`config.mk`:
```
export PLATFORM = sky130hd
export DESIGN_NAME = axi4_arbiter_2to1_flat
export DESIGN_NICKNAME = d
export VERILOG_FILES = /design/src/rtl/axi4_arbiter_2to1_if.sv /design/src/rtl/axi4_arbiter_2to1.sv /design/src/flat_wrapper.sv
export SDC_FILE = /design/constraint.sdc
export NUM_CORES = 1
export LEC_CHECK = 0
export ABC_AREA = 1
export BUFFER_PORTS_ARGS = -buffer_cell sky130_fd_sc_hd__buf_2
export CAP_MARGIN = 20
export CORE_AREA = 2 2 251 253
export DETAILED_ROUTE_END_ITERATION = 7
export DIE_AREA = 0 0 253 255
export GPL_ROUTABILITY_DRIVEN = 1
export PLACE_DENSITY = 0.36
export SYNTH_ARGS = -nofsm -noshare
export SYNTH_HDL_FRONTEND = slang
export SYNTH_SLANG_ARGS = --single-unit
export TNS_END_PERCENT = 100
```
`constraint.sdc`:
```
create_clock -name clk -period 1.9 [get_ports clk]
set_input_delay 0.19 -clock clk [delete_from_list [all_inputs] [get_ports clk]]
set_output_delay 0.19 -clock clk [all_outputs]
set_load 0.05 [all_outputs]
```
`src/rtl/axi4_arbiter_2to1_if.sv`:
```
// ifc_axi4: full AXI4 bundle with master/slave views, shared by the arbiter and its neighbours.
interface ifc_axi4 #(
    parameter int ADDR_WIDTH = 32,
    parameter int DATA_WIDTH = 32,
    parameter int ID_WIDTH   = 1,
    parameter int USER_WIDTH = 1
);
    logic [ID_WIDTH-1:0]     awid;
    logic [ADDR_WIDTH-1:0]   awaddr;
    logic [7:0]              awlen;
    logic [2:0]              awsize;
    logic [1:0]              awburst;
    logic                    awlock;
    logic [3:0]              awcache;
    logic [2:0]              awprot;
    logic [3:0]              awqos;
    logic [3:0]              awregion;
    logic [USER_WIDTH-1:0]   awuser;
    logic                    awvalid;
    logic                    awready;
    logic [DATA_WIDTH-1:0]   wdata;
    logic [DATA_WIDTH/8-1:0] wstrb;
    logic                    wlast;
    logic [USER_WIDTH-1:0]   wuser;
    logic                    wvalid;
    logic                    wready;
    logic [ID_WIDTH-1:0]     bid;
    logic [1:0]              bresp;
    logic [USER_WIDTH-1:0]   buser;
    logic                    bvalid;
    logic                    bready;
    logic [ID_WIDTH-1:0]     arid;
    logic [ADDR_WIDTH-1:0]   araddr;
    logic [7:0]              arlen;
    logic [2:0]              arsize;
    logic [1:0]              arburst;
    logic                    arlock;
    logic [3:0]              arcache;
    logic [2:0]              arprot;
    logic [3:0]              arqos;
    logic [3:0]              arregion;
    logic [USER_WIDTH-1:0]   aruser;
    logic                    arvalid;
    logic                    arready;
    logic [ID_WIDTH-1:0]     rid;
    logic [DATA_WIDTH-1:0]   rdata;
    logic [1:0]              rresp;
    logic                    rlast;
    logic [USER_WIDTH-1:0]   ruser;
    logic                    rvalid;
    logic                    rready;

    modport master (
        output awid, awaddr, awlen, awsize, awburst, awlock, awcache, awprot, awqos, awregion, awuser, awvalid,
        input  awready,
        output wdata, wstrb, wlast, wuser, wvalid,
        input  wready,
        input  bid, bresp, buser, bvalid,
        output bready,
        output arid, araddr, arlen, arsize, arburst, arlock, arcache, arprot, arqos, arregion, aruser, arvalid,
        input  arready,
        input  rid, rdata, rresp, rlast, ruser, rvalid,
        output rready
    );

    modport slave (
        input  awid, awaddr, awlen, awsize, awburst, awlock, awcache, awprot, awqos, awregion, awuser, awvalid,
        output awready,
        input  wdata, wstrb, wlast, wuser, wvalid,
        output wready,
        output bid, bresp, buser, bvalid,
        input  bready,
        input  arid, araddr, arlen, arsize, arburst, arlock, arcache, arprot, arqos, arregion, aruser, arvalid,
        output arready,
        output rid, rdata, rresp, rlast, ruser, rvalid,
        input  rready
    );
endinterface

```
`src/rtl/axi4_arbiter_2to1.sv`:
```
// axi4_arbiter_2to1: two AXI4 masters share one downstream port; independent round-robin
// write and read paths, one outstanding transaction per path.
module axi4_arbiter_2to1 #(
    parameter int ADDR_WIDTH = 32,
    parameter int DATA_WIDTH = 32,
    parameter int ID_WIDTH   = 1,
    parameter int USER_WIDTH = 1
) (
    input  logic    clk,
    input  logic    rst_n,
    ifc_axi4.slave  s0_axi,
    ifc_axi4.slave  s1_axi,
    ifc_axi4.master m_axi,
    output logic    wr_busy,
    output logic    rd_busy,
    output logic    wr_grant,
    output logic    rd_grant
);
    if (DATA_WIDTH < 8 || DATA_WIDTH > 1024 || (DATA_WIDTH & (DATA_WIDTH - 1)) != 0 ||
        ADDR_WIDTH < 1 || ID_WIDTH < 1 || USER_WIDTH < 1) begin : g_bad_params
        $error("axi4_arbiter_2to1: illegal parameter set");
    end

    typedef enum logic [1:0] {W_IDLE, W_ADDR, W_DATA, W_RESP} w_state_e;
    typedef enum logic [1:0] {R_IDLE, R_ADDR, R_DATA} r_state_e;

    w_state_e w_state_q, w_state_d;
    r_state_e r_state_q, r_state_d;
    logic     wr_grant_q, wr_grant_d, rd_grant_q, rd_grant_d;
    logic     aw0, aw1, w0, w1, b0, b1, ar0, ar1, r0, r1;

    // grant registers reset to 1 so port 0 wins the first contention
    always_ff @(posedge clk) begin
        if (!rst_n) begin
            w_state_q  <= W_IDLE;
            r_state_q  <= R_IDLE;
            wr_grant_q <= 1'b1;
            rd_grant_q <= 1'b1;
        end else begin
            w_state_q  <= w_state_d;
            r_state_q  <= r_state_d;
            wr_grant_q <= wr_grant_d;
            rd_grant_q <= rd_grant_d;
        end
    end

    always_comb begin
        w_state_d  = w_state_q;
        wr_grant_d = wr_grant_q;
        case (w_state_q)
            W_IDLE: if (s0_axi.awvalid || s1_axi.awvalid) begin
                w_state_d  = W_ADDR;
                wr_grant_d = (s0_axi.awvalid && s1_axi.awvalid) ? ~wr_grant_q : s1_axi.awvalid;
            end
            W_ADDR:  if (m_axi.awvalid && m_axi.awready) w_state_d = W_DATA;
            W_DATA:  if (m_axi.wvalid && m_axi.wready && m_axi.wlast) w_state_d = W_RESP;
            W_RESP:  if (m_axi.bvalid && m_axi.bready) w_state_d = W_IDLE;
            default: w_state_d = W_IDLE;
        endcase
    end

    always_comb begin
        r_state_d  = r_state_q;
        rd_grant_d = rd_grant_q;
        case (r_state_q)
            R_IDLE: if (s0_axi.arvalid || s1_axi.arvalid) begin
                r_state_d  = R_ADDR;
                rd_grant_d = (s0_axi.arvalid && s1_axi.arvalid) ? ~rd_grant_q : s1_axi.arvalid;
            end
            R_ADDR:  if (m_axi.arvalid && m_axi.arready) r_state_d = R_DATA;
            R_DATA:  if (m_axi.rvalid && m_axi.rready && m_axi.rlast) r_state_d = R_IDLE;
            default: r_state_d = R_IDLE;
        endcase
    end

    // per-channel, per-port enables decoded from registered state only
    assign aw0 = w_state_q == W_ADDR && !wr_grant_q;
    assign aw1 = w_state_q == W_ADDR &&  wr_grant_q;
    assign w0  = w_state_q == W_DATA && !wr_grant_q;
    assign w1  = w_state_q == W_DATA &&  wr_grant_q;
    assign b0  = w_state_q == W_RESP && !wr_grant_q;
    assign b1  = w_state_q == W_RESP &&  wr_grant_q;
    assign ar0 = r_state_q == R_ADDR && !rd_grant_q;
    assign ar1 = r_state_q == R_ADDR &&  rd_grant_q;
    assign r0  = r_state_q == R_DATA && !rd_grant_q;
    assign r1  = r_state_q == R_DATA &&  rd_grant_q;

    always_comb begin
        m_axi.awid     = aw1 ? s1_axi.awid     : aw0 ? s0_axi.awid     : '0;
        m_axi.awaddr   = aw1 ? s1_axi.awaddr   : aw0 ? s0_axi.awaddr   : '0;
        m_axi.awlen    = aw1 ? s1_axi.awlen    : aw0 ? s0_axi.awlen    : '0;
        m_axi.awsize   = aw1 ? s1_axi.awsize   : aw0 ? s0_axi.awsize   : '0;
        m_axi.awburst  = aw1 ? s1_axi.awburst  : aw0 ? s0_axi.awburst  : '0;
        m_axi.awlock   = aw1 ? s1_axi.awlock   : aw0 ? s0_axi.awlock   : '0;
        m_axi.awcache  = aw1 ? s1_axi.awcache  : aw0 ? s0_axi.awcache  : '0;
        m_axi.awprot   = aw1 ? s1_axi.awprot   : aw0 ? s0_axi.awprot   : '0;
        m_axi.awqos    = aw1 ? s1_axi.awqos    : aw0 ? s0_axi.awqos    : '0;
        m_axi.awregion = aw1 ? s1_axi.awregion : aw0 ? s0_axi.awregion : '0;
        m_axi.awuser   = aw1 ? s1_axi.awuser   : aw0 ? s0_axi.awuser   : '0;
        m_axi.awvalid  = aw1 ? s1_axi.awvalid  : aw0 ? s0_axi.awvalid  : '0;
        m_axi.wdata    = w1  ? s1_axi.wdata    : w0  ? s0_axi.wdata    : '0;
        m_axi.wstrb    = w1  ? s1_axi.wstrb    : w0  ? s0_axi.wstrb    : '0;
        m_axi.wlast    = w1  ? s1_axi.wlast    : w0  ? s0_axi.wlast    : '0;
        m_axi.wuser    = w1  ? s1_axi.wuser    : w0  ? s0_axi.wuser    : '0;
        m_axi.wvalid   = w1  ? s1_axi.wvalid   : w0  ? s0_axi.wvalid   : '0;
        m_axi.bready   = b1  ? s1_axi.bready   : b0  ? s0_axi.bready   : '0;
        s0_axi.awready = aw0 && m_axi.awready;
        s1_axi.awready = aw1 && m_axi.awready;
        s0_axi.wready  = w0 && m_axi.wready;
        s1_axi.wready  = w1 && m_axi.wready;
        s0_axi.bid     = b0 ? m_axi.bid    : '0;
        s0_axi.bresp   = b0 ? m_axi.bresp  : '0;
        s0_axi.buser   = b0 ? m_axi.buser  : '0;
        s0_axi.bvalid  = b0 && m_axi.bvalid;
        s1_axi.bid     = b1 ? m_axi.bid    : '0;
        s1_axi.bresp   = b1 ? m_axi.bresp  : '0;
        s1_axi.buser   = b1 ? m_axi.buser  : '0;
        s1_axi.bvalid  = b1 && m_axi.bvalid;
        wr_busy        = w_state_q != W_IDLE;
        wr_grant       = wr_grant_q;
    end

    always_comb begin
        m_axi.arid     = ar1 ? s1_axi.arid     : ar0 ? s0_axi.arid     : '0;
        m_axi.araddr   = ar1 ? s1_axi.araddr   : ar0 ? s0_axi.araddr   : '0;
        m_axi.arlen    = ar1 ? s1_axi.arlen    : ar0 ? s0_axi.arlen    : '0;
        m_axi.arsize   = ar1 ? s1_axi.arsize   : ar0 ? s0_axi.arsize   : '0;
        m_axi.arburst  = ar1 ? s1_axi.arburst  : ar0 ? s0_axi.arburst  : '0;
        m_axi.arlock   = ar1 ? s1_axi.arlock   : ar0 ? s0_axi.arlock   : '0;
        m_axi.arcache  = ar1 ? s1_axi.arcache  : ar0 ? s0_axi.arcache  : '0;
        m_axi.arprot   = ar1 ? s1_axi.arprot   : ar0 ? s0_axi.arprot   : '0;
        m_axi.arqos    = ar1 ? s1_axi.arqos    : ar0 ? s0_axi.arqos    : '0;
        m_axi.arregion = ar1 ? s1_axi.arregion : ar0 ? s0_axi.arregion : '0;
        m_axi.aruser   = ar1 ? s1_axi.aruser   : ar0 ? s0_axi.aruser   : '0;
        m_axi.arvalid  = ar1 ? s1_axi.arvalid  : ar0 ? s0_axi.arvalid  : '0;
        m_axi.rready   = r1  ? s1_axi.rready   : r0  ? s0_axi.rready   : '0;
        s0_axi.arready = ar0 && m_axi.arready;
        s1_axi.arready = ar1 && m_axi.arready;
        s0_axi.rid     = r0 ? m_axi.rid   : '0;
        s0_axi.rdata   = r0 ? m_axi.rdata : '0;
        s0_axi.rresp   = r0 ? m_axi.rresp : '0;
        s0_axi.rlast   = r0 && m_axi.rlast;
        s0_axi.ruser   = r0 ? m_axi.ruser : '0;
        s0_axi.rvalid  = r0 && m_axi.rvalid;
        s1_axi.rid     = r1 ? m_axi.rid   : '0;
        s1_axi.rdata   = r1 ? m_axi.rdata : '0;
        s1_axi.rresp   = r1 ? m_axi.rresp : '0;
        s1_axi.rlast   = r1 && m_axi.rlast;
        s1_axi.ruser   = r1 ? m_axi.ruser : '0;
        s1_axi.rvalid  = r1 && m_axi.rvalid;
        rd_busy        = r_state_q != R_IDLE;
        rd_grant       = rd_grant_q;
    end
endmodule

```
`src/flat_wrapper.sv`:
```
// flat-port wrapper written by rule: the top's interface ports become plain ports
module axi4_arbiter_2to1_flat 
#(
    parameter int ADDR_WIDTH = 32,
    parameter int DATA_WIDTH = 32,
    parameter int ID_WIDTH   = 1,
    parameter int USER_WIDTH = 1
)
  (clk, rst_n, wr_busy, rd_busy, wr_grant, rd_grant, s0_axi_awid, s0_axi_awaddr, s0_axi_awlen, s0_axi_awsize, s0_axi_awburst, s0_axi_awlock, s0_axi_awcache, s0_axi_awprot, s0_axi_awqos, s0_axi_awregion, s0_axi_awuser, s0_axi_awvalid, s0_axi_awready, s0_axi_wdata, s0_axi_wstrb, s0_axi_wlast, s0_axi_wuser, s0_axi_wvalid, s0_axi_wready, s0_axi_bid, s0_axi_bresp, s0_axi_buser, s0_axi_bvalid, s0_axi_bready, s0_axi_arid, s0_axi_araddr, s0_axi_arlen, s0_axi_arsize, s0_axi_arburst, s0_axi_arlock, s0_axi_arcache, s0_axi_arprot, s0_axi_arqos, s0_axi_arregion, s0_axi_aruser, s0_axi_arvalid, s0_axi_arready, s0_axi_rid, s0_axi_rdata, s0_axi_rresp, s0_axi_rlast, s0_axi_ruser, s0_axi_rvalid, s0_axi_rready, s1_axi_awid, s1_axi_awaddr, s1_axi_awlen, s1_axi_awsize, s1_axi_awburst, s1_axi_awlock, s1_axi_awcache, s1_axi_awprot, s1_axi_awqos, s1_axi_awregion, s1_axi_awuser, s1_axi_awvalid, s1_axi_awready, s1_axi_wdata, s1_axi_wstrb, s1_axi_wlast, s1_axi_wuser, s1_axi_wvalid, s1_axi_wready, s1_axi_bid, s1_axi_bresp, s1_axi_buser, s1_axi_bvalid, s1_axi_bready, s1_axi_arid, s1_axi_araddr, s1_axi_arlen, s1_axi_arsize, s1_axi_arburst, s1_axi_arlock, s1_axi_arcache, s1_axi_arprot, s1_axi_arqos, s1_axi_arregion, s1_axi_aruser, s1_axi_arvalid, s1_axi_arready, s1_axi_rid, s1_axi_rdata, s1_axi_rresp, s1_axi_rlast, s1_axi_ruser, s1_axi_rvalid, s1_axi_rready, m_axi_awid, m_axi_awaddr, m_axi_awlen, m_axi_awsize, m_axi_awburst, m_axi_awlock, m_axi_awcache, m_axi_awprot, m_axi_awqos, m_axi_awregion, m_axi_awuser, m_axi_awvalid, m_axi_awready, m_axi_wdata, m_axi_wstrb, m_axi_wlast, m_axi_wuser, m_axi_wvalid, m_axi_wready, m_axi_bid, m_axi_bresp, m_axi_buser, m_axi_bvalid, m_axi_bready, m_axi_arid, m_axi_araddr, m_axi_arlen, m_axi_arsize, m_axi_arburst, m_axi_arlock, m_axi_arcache, m_axi_arprot, m_axi_arqos, m_axi_arregion, m_axi_aruser, m_axi_arvalid, m_axi_arready, m_axi_rid, m_axi_rdata, m_axi_rresp, m_axi_rlast, m_axi_ruser, m_axi_rvalid, m_axi_rready);
  ifc_axi4 #(.ADDR_WIDTH(ADDR_WIDTH), .DATA_WIDTH(DATA_WIDTH), .ID_WIDTH(ID_WIDTH), .USER_WIDTH(USER_WIDTH)) s0_axi_i ();
  ifc_axi4 #(.ADDR_WIDTH(ADDR_WIDTH), .DATA_WIDTH(DATA_WIDTH), .ID_WIDTH(ID_WIDTH), .USER_WIDTH(USER_WIDTH)) s1_axi_i ();
  ifc_axi4 #(.ADDR_WIDTH(ADDR_WIDTH), .DATA_WIDTH(DATA_WIDTH), .ID_WIDTH(ID_WIDTH), .USER_WIDTH(USER_WIDTH)) m_axi_i ();
  input  logic clk;
  input  logic rst_n;
  output logic wr_busy;
  output logic rd_busy;
  output logic wr_grant;
  output logic rd_grant;
  input wire logic [$bits(s0_axi_i.awid)-1:0] s0_axi_awid;
  input wire logic [$bits(s0_axi_i.awaddr)-1:0] s0_axi_awaddr;
  input wire logic [$bits(s0_axi_i.awlen)-1:0] s0_axi_awlen;
  input wire logic [$bits(s0_axi_i.awsize)-1:0] s0_axi_awsize;
  input wire logic [$bits(s0_axi_i.awburst)-1:0] s0_axi_awburst;
  input wire logic [$bits(s0_axi_i.awlock)-1:0] s0_axi_awlock;
  input wire logic [$bits(s0_axi_i.awcache)-1:0] s0_axi_awcache;
  input wire logic [$bits(s0_axi_i.awprot)-1:0] s0_axi_awprot;
  input wire logic [$bits(s0_axi_i.awqos)-1:0] s0_axi_awqos;
  input wire logic [$bits(s0_axi_i.awregion)-1:0] s0_axi_awregion;
  input wire logic [$bits(s0_axi_i.awuser)-1:0] s0_axi_awuser;
  input wire logic [$bits(s0_axi_i.awvalid)-1:0] s0_axi_awvalid;
  output wire logic [$bits(s0_axi_i.awready)-1:0] s0_axi_awready;
  input wire logic [$bits(s0_axi_i.wdata)-1:0] s0_axi_wdata;
  input wire logic [$bits(s0_axi_i.wstrb)-1:0] s0_axi_wstrb;
  input wire logic [$bits(s0_axi_i.wlast)-1:0] s0_axi_wlast;
  input wire logic [$bits(s0_axi_i.wuser)-1:0] s0_axi_wuser;
  input wire logic [$bits(s0_axi_i.wvalid)-1:0] s0_axi_wvalid;
  output wire logic [$bits(s0_axi_i.wready)-1:0] s0_axi_wready;
  output wire logic [$bits(s0_axi_i.bid)-1:0] s0_axi_bid;
  output wire logic [$bits(s0_axi_i.bresp)-1:0] s0_axi_bresp;
  output wire logic [$bits(s0_axi_i.buser)-1:0] s0_axi_buser;
  output wire logic [$bits(s0_axi_i.bvalid)-1:0] s0_axi_bvalid;
  input wire logic [$bits(s0_axi_i.bready)-1:0] s0_axi_bready;
  input wire logic [$bits(s0_axi_i.arid)-1:0] s0_axi_arid;
  input wire logic [$bits(s0_axi_i.araddr)-1:0] s0_axi_araddr;
  input wire logic [$bits(s0_axi_i.arlen)-1:0] s0_axi_arlen;
  input wire logic [$bits(s0_axi_i.arsize)-1:0] s0_axi_arsize;
  input wire logic [$bits(s0_axi_i.arburst)-1:0] s0_axi_arburst;
  input wire logic [$bits(s0_axi_i.arlock)-1:0] s0_axi_arlock;
  input wire logic [$bits(s0_axi_i.arcache)-1:0] s0_axi_arcache;
  input wire logic [$bits(s0_axi_i.arprot)-1:0] s0_axi_arprot;
  input wire logic [$bits(s0_axi_i.arqos)-1:0] s0_axi_arqos;
  input wire logic [$bits(s0_axi_i.arregion)-1:0] s0_axi_arregion;
  input wire logic [$bits(s0_axi_i.aruser)-1:0] s0_axi_aruser;
  input wire logic [$bits(s0_axi_i.arvalid)-1:0] s0_axi_arvalid;
  output wire logic [$bits(s0_axi_i.arready)-1:0] s0_axi_arready;
  output wire logic [$bits(s0_axi_i.rid)-1:0] s0_axi_rid;
  output wire logic [$bits(s0_axi_i.rdata)-1:0] s0_axi_rdata;
  output wire logic [$bits(s0_axi_i.rresp)-1:0] s0_axi_rresp;
  output wire logic [$bits(s0_axi_i.rlast)-1:0] s0_axi_rlast;
  output wire logic [$bits(s0_axi_i.ruser)-1:0] s0_axi_ruser;
  output wire logic [$bits(s0_axi_i.rvalid)-1:0] s0_axi_rvalid;
  input wire logic [$bits(s0_axi_i.rready)-1:0] s0_axi_rready;
  input wire logic [$bits(s1_axi_i.awid)-1:0] s1_axi_awid;
  input wire logic [$bits(s1_axi_i.awaddr)-1:0] s1_axi_awaddr;
  input wire logic [$bits(s1_axi_i.awlen)-1:0] s1_axi_awlen;
  input wire logic [$bits(s1_axi_i.awsize)-1:0] s1_axi_awsize;
  input wire logic [$bits(s1_axi_i.awburst)-1:0] s1_axi_awburst;
  input wire logic [$bits(s1_axi_i.awlock)-1:0] s1_axi_awlock;
  input wire logic [$bits(s1_axi_i.awcache)-1:0] s1_axi_awcache;
  input wire logic [$bits(s1_axi_i.awprot)-1:0] s1_axi_awprot;
  input wire logic [$bits(s1_axi_i.awqos)-1:0] s1_axi_awqos;
  input wire logic [$bits(s1_axi_i.awregion)-1:0] s1_axi_awregion;
  input wire logic [$bits(s1_axi_i.awuser)-1:0] s1_axi_awuser;
  input wire logic [$bits(s1_axi_i.awvalid)-1:0] s1_axi_awvalid;
  output wire logic [$bits(s1_axi_i.awready)-1:0] s1_axi_awready;
  input wire logic [$bits(s1_axi_i.wdata)-1:0] s1_axi_wdata;
  input wire logic [$bits(s1_axi_i.wstrb)-1:0] s1_axi_wstrb;
  input wire logic [$bits(s1_axi_i.wlast)-1:0] s1_axi_wlast;
  input wire logic [$bits(s1_axi_i.wuser)-1:0] s1_axi_wuser;
  input wire logic [$bits(s1_axi_i.wvalid)-1:0] s1_axi_wvalid;
  output wire logic [$bits(s1_axi_i.wready)-1:0] s1_axi_wready;
  output wire logic [$bits(s1_axi_i.bid)-1:0] s1_axi_bid;
  output wire logic [$bits(s1_axi_i.bresp)-1:0] s1_axi_bresp;
  output wire logic [$bits(s1_axi_i.buser)-1:0] s1_axi_buser;
  output wire logic [$bits(s1_axi_i.bvalid)-1:0] s1_axi_bvalid;
  input wire logic [$bits(s1_axi_i.bready)-1:0] s1_axi_bready;
  input wire logic [$bits(s1_axi_i.arid)-1:0] s1_axi_arid;
  input wire logic [$bits(s1_axi_i.araddr)-1:0] s1_axi_araddr;
  input wire logic [$bits(s1_axi_i.arlen)-1:0] s1_axi_arlen;
  input wire logic [$bits(s1_axi_i.arsize)-1:0] s1_axi_arsize;
  input wire logic [$bits(s1_axi_i.arburst)-1:0] s1_axi_arburst;
  input wire logic [$bits(s1_axi_i.arlock)-1:0] s1_axi_arlock;
  input wire logic [$bits(s1_axi_i.arcache)-1:0] s1_axi_arcache;
  input wire logic [$bits(s1_axi_i.arprot)-1:0] s1_axi_arprot;
  input wire logic [$bits(s1_axi_i.arqos)-1:0] s1_axi_arqos;
  input wire logic [$bits(s1_axi_i.arregion)-1:0] s1_axi_arregion;
  input wire logic [$bits(s1_axi_i.aruser)-1:0] s1_axi_aruser;
  input wire logic [$bits(s1_axi_i.arvalid)-1:0] s1_axi_arvalid;
  output wire logic [$bits(s1_axi_i.arready)-1:0] s1_axi_arready;
  output wire logic [$bits(s1_axi_i.rid)-1:0] s1_axi_rid;
  output wire logic [$bits(s1_axi_i.rdata)-1:0] s1_axi_rdata;
  output wire logic [$bits(s1_axi_i.rresp)-1:0] s1_axi_rresp;
  output wire logic [$bits(s1_axi_i.rlast)-1:0] s1_axi_rlast;
  output wire logic [$bits(s1_axi_i.ruser)-1:0] s1_axi_ruser;
  output wire logic [$bits(s1_axi_i.rvalid)-1:0] s1_axi_rvalid;
  input wire logic [$bits(s1_axi_i.rready)-1:0] s1_axi_rready;
  output wire logic [$bits(m_axi_i.awid)-1:0] m_axi_awid;
  output wire logic [$bits(m_axi_i.awaddr)-1:0] m_axi_awaddr;
  output wire logic [$bits(m_axi_i.awlen)-1:0] m_axi_awlen;
  output wire logic [$bits(m_axi_i.awsize)-1:0] m_axi_awsize;
  output wire logic [$bits(m_axi_i.awburst)-1:0] m_axi_awburst;
  output wire logic [$bits(m_axi_i.awlock)-1:0] m_axi_awlock;
  output wire logic [$bits(m_axi_i.awcache)-1:0] m_axi_awcache;
  output wire logic [$bits(m_axi_i.awprot)-1:0] m_axi_awprot;
  output wire logic [$bits(m_axi_i.awqos)-1:0] m_axi_awqos;
  output wire logic [$bits(m_axi_i.awregion)-1:0] m_axi_awregion;
  output wire logic [$bits(m_axi_i.awuser)-1:0] m_axi_awuser;
  output wire logic [$bits(m_axi_i.awvalid)-1:0] m_axi_awvalid;
  input wire logic [$bits(m_axi_i.awready)-1:0] m_axi_awready;
  output wire logic [$bits(m_axi_i.wdata)-1:0] m_axi_wdata;
  output wire logic [$bits(m_axi_i.wstrb)-1:0] m_axi_wstrb;
  output wire logic [$bits(m_axi_i.wlast)-1:0] m_axi_wlast;
  output wire logic [$bits(m_axi_i.wuser)-1:0] m_axi_wuser;
  output wire logic [$bits(m_axi_i.wvalid)-1:0] m_axi_wvalid;
  input wire logic [$bits(m_axi_i.wready)-1:0] m_axi_wready;
  input wire logic [$bits(m_axi_i.bid)-1:0] m_axi_bid;
  input wire logic [$bits(m_axi_i.bresp)-1:0] m_axi_bresp;
  input wire logic [$bits(m_axi_i.buser)-1:0] m_axi_buser;
  input wire logic [$bits(m_axi_i.bvalid)-1:0] m_axi_bvalid;
  output wire logic [$bits(m_axi_i.bready)-1:0] m_axi_bready;
  output wire logic [$bits(m_axi_i.arid)-1:0] m_axi_arid;
  output wire logic [$bits(m_axi_i.araddr)-1:0] m_axi_araddr;
  output wire logic [$bits(m_axi_i.arlen)-1:0] m_axi_arlen;
  output wire logic [$bits(m_axi_i.arsize)-1:0] m_axi_arsize;
  output wire logic [$bits(m_axi_i.arburst)-1:0] m_axi_arburst;
  output wire logic [$bits(m_axi_i.arlock)-1:0] m_axi_arlock;
  output wire logic [$bits(m_axi_i.arcache)-1:0] m_axi_arcache;
  output wire logic [$bits(m_axi_i.arprot)-1:0] m_axi_arprot;
  output wire logic [$bits(m_axi_i.arqos)-1:0] m_axi_arqos;
  output wire logic [$bits(m_axi_i.arregion)-1:0] m_axi_arregion;
  output wire logic [$bits(m_axi_i.aruser)-1:0] m_axi_aruser;
  output wire logic [$bits(m_axi_i.arvalid)-1:0] m_axi_arvalid;
  input wire logic [$bits(m_axi_i.arready)-1:0] m_axi_arready;
  input wire logic [$bits(m_axi_i.rid)-1:0] m_axi_rid;
  input wire logic [$bits(m_axi_i.rdata)-1:0] m_axi_rdata;
  input wire logic [$bits(m_axi_i.rresp)-1:0] m_axi_rresp;
  input wire logic [$bits(m_axi_i.rlast)-1:0] m_axi_rlast;
  input wire logic [$bits(m_axi_i.ruser)-1:0] m_axi_ruser;
  input wire logic [$bits(m_axi_i.rvalid)-1:0] m_axi_rvalid;
  output wire logic [$bits(m_axi_i.rready)-1:0] m_axi_rready;
  assign s0_axi_i.awid = s0_axi_awid;
  assign s0_axi_i.awaddr = s0_axi_awaddr;
  assign s0_axi_i.awlen = s0_axi_awlen;
  assign s0_axi_i.awsize = s0_axi_awsize;
  assign s0_axi_i.awburst = s0_axi_awburst;
  assign s0_axi_i.awlock = s0_axi_awlock;
  assign s0_axi_i.awcache = s0_axi_awcache;
  assign s0_axi_i.awprot = s0_axi_awprot;
  assign s0_axi_i.awqos = s0_axi_awqos;
  assign s0_axi_i.awregion = s0_axi_awregion;
  assign s0_axi_i.awuser = s0_axi_awuser;
  assign s0_axi_i.awvalid = s0_axi_awvalid;
  assign s0_axi_awready = s0_axi_i.awready;
  assign s0_axi_i.wdata = s0_axi_wdata;
  assign s0_axi_i.wstrb = s0_axi_wstrb;
  assign s0_axi_i.wlast = s0_axi_wlast;
  assign s0_axi_i.wuser = s0_axi_wuser;
  assign s0_axi_i.wvalid = s0_axi_wvalid;
  assign s0_axi_wready = s0_axi_i.wready;
  assign s0_axi_bid = s0_axi_i.bid;
  assign s0_axi_bresp = s0_axi_i.bresp;
  assign s0_axi_buser = s0_axi_i.buser;
  assign s0_axi_bvalid = s0_axi_i.bvalid;
  assign s0_axi_i.bready = s0_axi_bready;
  assign s0_axi_i.arid = s0_axi_arid;
  assign s0_axi_i.araddr = s0_axi_araddr;
  assign s0_axi_i.arlen = s0_axi_arlen;
  assign s0_axi_i.arsize = s0_axi_arsize;
  assign s0_axi_i.arburst = s0_axi_arburst;
  assign s0_axi_i.arlock = s0_axi_arlock;
  assign s0_axi_i.arcache = s0_axi_arcache;
  assign s0_axi_i.arprot = s0_axi_arprot;
  assign s0_axi_i.arqos = s0_axi_arqos;
  assign s0_axi_i.arregion = s0_axi_arregion;
  assign s0_axi_i.aruser = s0_axi_aruser;
  assign s0_axi_i.arvalid = s0_axi_arvalid;
  assign s0_axi_arready = s0_axi_i.arready;
  assign s0_axi_rid = s0_axi_i.rid;
  assign s0_axi_rdata = s0_axi_i.rdata;
  assign s0_axi_rresp = s0_axi_i.rresp;
  assign s0_axi_rlast = s0_axi_i.rlast;
  assign s0_axi_ruser = s0_axi_i.ruser;
  assign s0_axi_rvalid = s0_axi_i.rvalid;
  assign s0_axi_i.rready = s0_axi_rready;
  assign s1_axi_i.awid = s1_axi_awid;
  assign s1_axi_i.awaddr = s1_axi_awaddr;
  assign s1_axi_i.awlen = s1_axi_awlen;
  assign s1_axi_i.awsize = s1_axi_awsize;
  assign s1_axi_i.awburst = s1_axi_awburst;
  assign s1_axi_i.awlock = s1_axi_awlock;
  assign s1_axi_i.awcache = s1_axi_awcache;
  assign s1_axi_i.awprot = s1_axi_awprot;
  assign s1_axi_i.awqos = s1_axi_awqos;
  assign s1_axi_i.awregion = s1_axi_awregion;
  assign s1_axi_i.awuser = s1_axi_awuser;
  assign s1_axi_i.awvalid = s1_axi_awvalid;
  assign s1_axi_awready = s1_axi_i.awready;
  assign s1_axi_i.wdata = s1_axi_wdata;
  assign s1_axi_i.wstrb = s1_axi_wstrb;
  assign s1_axi_i.wlast = s1_axi_wlast;
  assign s1_axi_i.wuser = s1_axi_wuser;
  assign s1_axi_i.wvalid = s1_axi_wvalid;
  assign s1_axi_wready = s1_axi_i.wready;
  assign s1_axi_bid = s1_axi_i.bid;
  assign s1_axi_bresp = s1_axi_i.bresp;
  assign s1_axi_buser = s1_axi_i.buser;
  assign s1_axi_bvalid = s1_axi_i.bvalid;
  assign s1_axi_i.bready = s1_axi_bready;
  assign s1_axi_i.arid = s1_axi_arid;
  assign s1_axi_i.araddr = s1_axi_araddr;
  assign s1_axi_i.arlen = s1_axi_arlen;
  assign s1_axi_i.arsize = s1_axi_arsize;
  assign s1_axi_i.arburst = s1_axi_arburst;
  assign s1_axi_i.arlock = s1_axi_arlock;
  assign s1_axi_i.arcache = s1_axi_arcache;
  assign s1_axi_i.arprot = s1_axi_arprot;
  assign s1_axi_i.arqos = s1_axi_arqos;
  assign s1_axi_i.arregion = s1_axi_arregion;
  assign s1_axi_i.aruser = s1_axi_aruser;
  assign s1_axi_i.arvalid = s1_axi_arvalid;
  assign s1_axi_arready = s1_axi_i.arready;
  assign s1_axi_rid = s1_axi_i.rid;
  assign s1_axi_rdata = s1_axi_i.rdata;
  assign s1_axi_rresp = s1_axi_i.rresp;
  assign s1_axi_rlast = s1_axi_i.rlast;
  assign s1_axi_ruser = s1_axi_i.ruser;
  assign s1_axi_rvalid = s1_axi_i.rvalid;
  assign s1_axi_i.rready = s1_axi_rready;
  assign m_axi_awid = m_axi_i.awid;
  assign m_axi_awaddr = m_axi_i.awaddr;
  assign m_axi_awlen = m_axi_i.awlen;
  assign m_axi_awsize = m_axi_i.awsize;
  assign m_axi_awburst = m_axi_i.awburst;
  assign m_axi_awlock = m_axi_i.awlock;
  assign m_axi_awcache = m_axi_i.awcache;
  assign m_axi_awprot = m_axi_i.awprot;
  assign m_axi_awqos = m_axi_i.awqos;
  assign m_axi_awregion = m_axi_i.awregion;
  assign m_axi_awuser = m_axi_i.awuser;
  assign m_axi_awvalid = m_axi_i.awvalid;
  assign m_axi_i.awready = m_axi_awready;
  assign m_axi_wdata = m_axi_i.wdata;
  assign m_axi_wstrb = m_axi_i.wstrb;
  assign m_axi_wlast = m_axi_i.wlast;
  assign m_axi_wuser = m_axi_i.wuser;
  assign m_axi_wvalid = m_axi_i.wvalid;
  assign m_axi_i.wready = m_axi_wready;
  assign m_axi_i.bid = m_axi_bid;
  assign m_axi_i.bresp = m_axi_bresp;
  assign m_axi_i.buser = m_axi_buser;
  assign m_axi_i.bvalid = m_axi_bvalid;
  assign m_axi_bready = m_axi_i.bready;
  assign m_axi_arid = m_axi_i.arid;
  assign m_axi_araddr = m_axi_i.araddr;
  assign m_axi_arlen = m_axi_i.arlen;
  assign m_axi_arsize = m_axi_i.arsize;
  assign m_axi_arburst = m_axi_i.arburst;
  assign m_axi_arlock = m_axi_i.arlock;
  assign m_axi_arcache = m_axi_i.arcache;
  assign m_axi_arprot = m_axi_i.arprot;
  assign m_axi_arqos = m_axi_i.arqos;
  assign m_axi_arregion = m_axi_i.arregion;
  assign m_axi_aruser = m_axi_i.aruser;
  assign m_axi_arvalid = m_axi_i.arvalid;
  assign m_axi_i.arready = m_axi_arready;
  assign m_axi_i.rid = m_axi_rid;
  assign m_axi_i.rdata = m_axi_rdata;
  assign m_axi_i.rresp = m_axi_rresp;
  assign m_axi_i.rlast = m_axi_rlast;
  assign m_axi_i.ruser = m_axi_ruser;
  assign m_axi_i.rvalid = m_axi_rvalid;
  assign m_axi_rready = m_axi_i.rready;
  axi4_arbiter_2to1 #(.ADDR_WIDTH(ADDR_WIDTH), .DATA_WIDTH(DATA_WIDTH), .ID_WIDTH(ID_WIDTH), .USER_WIDTH(USER_WIDTH)) u_core (.clk(clk), .rst_n(rst_n), .s0_axi(s0_axi_i), .s1_axi(s1_axi_i), .m_axi(m_axi_i), .wr_busy(wr_busy), .rd_busy(rd_busy), .wr_grant(wr_grant), .rd_grant(rd_grant));
endmodule
```
==> Word-level counts from Yosys, hierarchy flattened <==
Index checks and enable logic that the tools add are counted.
{ "classes": {"n_eq_ne": 12, "n_mux": 87, "n_bitwise": 2, "n_reduce_logical": 43} }
{ "ops": {"columns": ["cell", "count"], "rows": [
  ["32-bit two-way mux", 8],
  ["4-bit two-way mux", 14],
  ["1-bit two-way mux", 36],
  ["8-bit two-way mux", 4],
  ["1-bit logical AND", 31],
  ["2-bit two-way mux", 15],
  ["3-bit two-way mux", 8],
  ["2-bit by 1-bit != test with 1-bit output (second input constant)", 7],
  ["2-bit case mux with 4 select lines", 1],
  ["2-bit == test (second input constant)", 3],
  ["2-bit case mux with 3 select lines", 1],
  ["2-bit by 1-bit == test with 1-bit output (second input constant)", 2],
  ["2-bit logical NOT", 2],
  ["2-bit AND reduction", 2],
  ["4-bit AND reduction", 1],
  ["2-bit nonzero test", 2],
  ["3-bit AND reduction", 1],
  ["1-bit logical NOT", 2],
  ["1-bit logical OR", 2],
  ["1-bit inverter", 2]
]} }
{ "word_totals": {"reg_bits": 6, "input_bits": 386, "output_inout_bits": 265, "elab_cells": 148} }

==> Longest topological paths before layout <==
{ "depth": {"word_depth": 8, "mapped_depth": 11, "ltp_nobuf": 10} }

==> Worst setup path before layout <==
No wires, ideal clock.
{ "synth_timing": {"path_kind": "register -> output", "from": "reg u_core.rd_grant_q (netlist: u_core.rd_grant)", "to": "out s1_axi_rdata[11]", "arrival_time_ns": 1.840, "required_time_ns": 1.710, "setup_slack_ns": -0.130, "path_stages_with_launch": 5, "path_buffers": 2, "path_cell_list": "dfxtp_1 > nand2_1 > buf_2 > buf_2 > nor2_1"} }
{ "synth_via": {"elab_chain_cells": 2} }
{ "synth_rtl": {"columns": ["item", "line", "text"], "rows": [
  ["start: declaration", "axi4_arbiter_2to1.sv:29", "logic wr_grant_q, wr_grant_d, rd_grant_q, rd_grant_d;"],
  ["start signal: assignment", "axi4_arbiter_2to1.sv:43", "rd_grant_q <= rd_grant_d;"],
  ["1-bit logical AND", "axi4_arbiter_2to1.sv:86", "assign r1 = r_state_q == R_DATA && rd_grant_q;"],
  ["32-bit two-way mux", "axi4_arbiter_2to1.sv:146", "s1_axi.rdata = r1 ? m_axi.rdata : '0;"],
  ["end: declaration", "flat_wrapper.sv:101", "output wire logic [$bits(s1_axi_i.rdata)-1:0] s1_axi_rdata;"]
]} }
Every way passes these cells.

==> Final worst setup path <==
{ "layout_timing": {"from": "reg u_core.w_state_q[1]", "to": "out m_axi_awlen[2]"} }
{ "layout_via": {"elab_chain_cells": 4, "word_cells_on_any_way": 5, "classes_between": "1 x eq/ne; 2 x mux; 2 x reduce/logical"} }
{ "layout_rtl": {"columns": ["item", "line", "text"], "rows": [
  ["start: declaration", "axi4_arbiter_2to1.sv:27", "w_state_e w_state_q, w_state_d;"],
  ["start signal: assignment", "axi4_arbiter_2to1.sv:40", "w_state_q <= w_state_d;"],
  ["2-bit by 1-bit == test with 1-bit output *", "axi4_arbiter_2to1.sv:77, axi4_arbiter_2to1.sv:78", null],
  ["1-bit logical AND", "axi4_arbiter_2to1.sv:77", "assign aw0 = w_state_q == W_ADDR && !wr_grant_q;"],
  ["8-bit two-way mux", "axi4_arbiter_2to1.sv:91", "m_axi.awlen = aw1 ? s1_axi.awlen : aw0 ? s0_axi.awlen : '0;"],
  ["8-bit two-way mux *", "axi4_arbiter_2to1.sv:91", null],
  ["end: declaration", "flat_wrapper.sv:109", "output wire logic [$bits(m_axi_i.awlen)-1:0] m_axi_awlen;"]
]} }
Every way passes the cells marked *; elsewhere a longest branch is shown, timed or not.

==> flow_summary.ini <==
[run_status]
status = finished clean

[setup_path]
worstPathArrival_ns = 1.63
r2r_setup_slack_ns = 0.18
worstSetupEndpointType = output port
startpoint_type = register
worstReg2RegEnd = u_core.w_state_q[0]
ff2ff_path_depth = 10
r2r_start = u_core.wr_grant
crit_start = u_core.w_state_q[1]
critPathSlowestCell = dfxtp_2
setup.worst_path.class = register to output port
cp_cell_sequence = inv_2 > ha_4 > buf_12 > clkbuf_16 > nand3_1 > nand2_1 > buf_2
cp_max_fo = 23
crit_required_ns = 1.71
cpPeakStageDelay_ns = 0.34

[timing]
worstMarginPinSlew_ns = 0.323
clock_skew_ns = 0.000491
slew_headroom_pct = 78.6
final_max_slew_viol_count = 0
maxClockFrequency_ghz = 0.550
hold_viol_final = 0
fin_ws_ns = 0.0820
timing.hold.ws_ns = 0.253
min_period_ns = 1.82
final.setup.tns_ns = 0
setup_viol = 0
min_period_over_period_pct = 95.7

[grt]
grt_usage_pct = 7.86
grt_pass1_vias = 6562
grt_pass1_wl_um = 39000
antenna_found_initial = 5
globalRouteOverflowTotal = 0
grt_start_max_net_pins = 64

[clocking]
h-tree-depth = 1
clockRootBuffer = clkbuf_16
cts.sinks = 6
ctsHoldBuffers = 0
cts_buffers = 3
worstSkewPairLatency_ns = 0.24
clk_pin_slew_ns = 0.04
cts_tree = built
clock_path_buffers = 2

[finish]
nFillCells = 7335
syn2layout_area_growth_pct = 137
fin_area_mm2 = 0.00875
mostFrequentLayoutCells = buf_2 (550), nand3_1 (334), nand2_1 (181), buf_4 (95), nor2_1 (80)
nNetsFinal = 1806
layout_commonest_cell = buf_2
drive_gt1_share_pct = 52.8

[floorplanning]
start_util_pct = 5.93
coreArea_mm2 = 0.0622
io_pins = 651
die_area_mm2 = 0.0645
chipHeight_um = 255
fp.dieW_um = 253
core.rowCount = 92

[place]
dp_hpwl_um = 25200
dpl_cell_area_mm2 = 0.00811
place_ws_ns = 0.0356
portBuffers = 650
place.gp.congestion = 0.903

[drt]
via_count = 7830
ant_nets = 0
drt-total-wl_um = 31100
viasPerCell = 3.53
drtPass1Iterations = 7
wl_per_cell_um = 14.0
drt_iter0_markers = 514
drc = 0

[hold_path]
hold_depth = 2
hold_end = u_core.rd_grant
hp-class = input port to register
min_from = rst_n

[logic_synthesis]
yosys_warnings = 0
ys_ff_latch = 6
synth_nets = 1184
avgSynthCellArea_um2 = 4.65
syn_area_mm2 = 0.00369
post_synth_num_cell_types = 24
ys_seq_area_share_pct = 3.26
syn_inst = 793

[flow_run]
cap_violations = 0

[pwr]
vdd_drop_max_mv = 0.295
power_density_mw_per_mm2 = 992
p_leak_nw = 5.36
total_power_mw = 8.67
## how the worst max path moves through the flow
stage	end	slack, ns	cells after the start
after floorplan	s1_axi_rdata[11]	-0.13	4
after global placement	u_core.w_state_q[1]	0.02	11
after detailed placement	u_core.w_state_q[0]	0.04	11
after CTS	m_axi_wdata[22]	-0.02	6
after global routing	m_axi_araddr[21]	-0.02	7
final	m_axi_awlen[2]	0.08	7
## layer usage
layer	wire length, um	global-route usage, %	part of all wire [%]	up-vias
met5	13	0	0.042	-
met4	605	1.98	1.9	2
met3	2390	1.52	7.7	30
met2	15500	14.0	50	409
met1	12700	9.68	41	3537
li1	-	-	-	3852
## cell families after synthesis
| kind of cell | after synthesis | synth area share (%) |
|---|---|---|
| buffers and inverters | 142 | 16.8 |
| and+or+nand+nor | 630 | 76.4 |
| AOI/OAI and AO/OA | 10 | 1.80 |
| DFF | 6 | 3.26 |
| adders and majority gates | 5 | 1.70 |
## cell type report
class,instances,area [um2],area share (%)
timing repair buffer,700,4260,48.7
multi-input combinational,645,3040,34.8
tap,799,1000,11.4
inverter,59,229,2.62
sequential,6,129,1.47
clock buffer,4,78.8,0.901
antenna,4,10.0,0.114
## registers in the layout, summed over array words and instances, names as in the netlist
name and count:
u_core.r_state_q 2, u_core.w_state_q 2, u_core.rd_grant 1, u_core.wr_grant 1
## stage by stage
stage	utilization (%)	cells
after floorplan	-	793
after global placement	13.0	2199
after detailed placement	13.0	2199
after CTS	13.5	2203
after global routing	14.1	2216
final	14.1	2217
## power by group
group / switching, mW / internal [mW] / leakage [nW] / total, mW
Clock: 0.101 / 0.281 / 0.0382 / 0.382
Sequential: 0.0661 / 0.168 / 0.0504 / 0.234
Combinational: 5.61 / 2.45 / 5.27 / 8.06
Total: 5.78 / 2.90 / 5.36 / 8.67
## Yosys cell counts
cell type | number | area, um2
nand3_1 | 334 | 1670
buf_1 | 10 | 37.5
nand3b_1 | 1 | 7.51
buf_4 | 2 | 15.0
nor2_2 | 3 | 18.8
clkinv_4 | 1 | 8.76
nand2_2 | 2 | 12.5
clkbuf_2 | 1 | 5.00
nor2_1 | 100 | 375
a311o_1 | 1 | 10.0
nor3_1 | 1 | 5.00
o21ai_0 | 3 | 15.0
ha_1 | 5 | 62.6
inv_1 | 58 | 218
buf_2 | 53 | 265
o311ai_0 | 1 | 8.76
clkbuf_1 | 16 | 60.1
nand3_2 | 2 | 20.0
dfxtp_1 | 6 | 120
nand4_1 | 2 | 12.5
buf_6 | 1 | 11.3
a21oi_1 | 4 | 20.0
nand2_1 | 185 | 694
o22ai_2 | 1 | 12.5
## worst max-delay path: cells and delay by family, from the launching register on
kind,cells,cell delay (ns)
buf+inv,4,0.67
flops,1,0.34
fa+ha+maj,1,0.21
simple gates,2,0.16
## timing repair
action,in CTS,in global routing
gates resized for setup,73,51
buffers inserted,0,3
pin swaps,0,2
gates cloned,0,7
setup endpoints to repair,79,165
(Power assumes the default switching activity.)
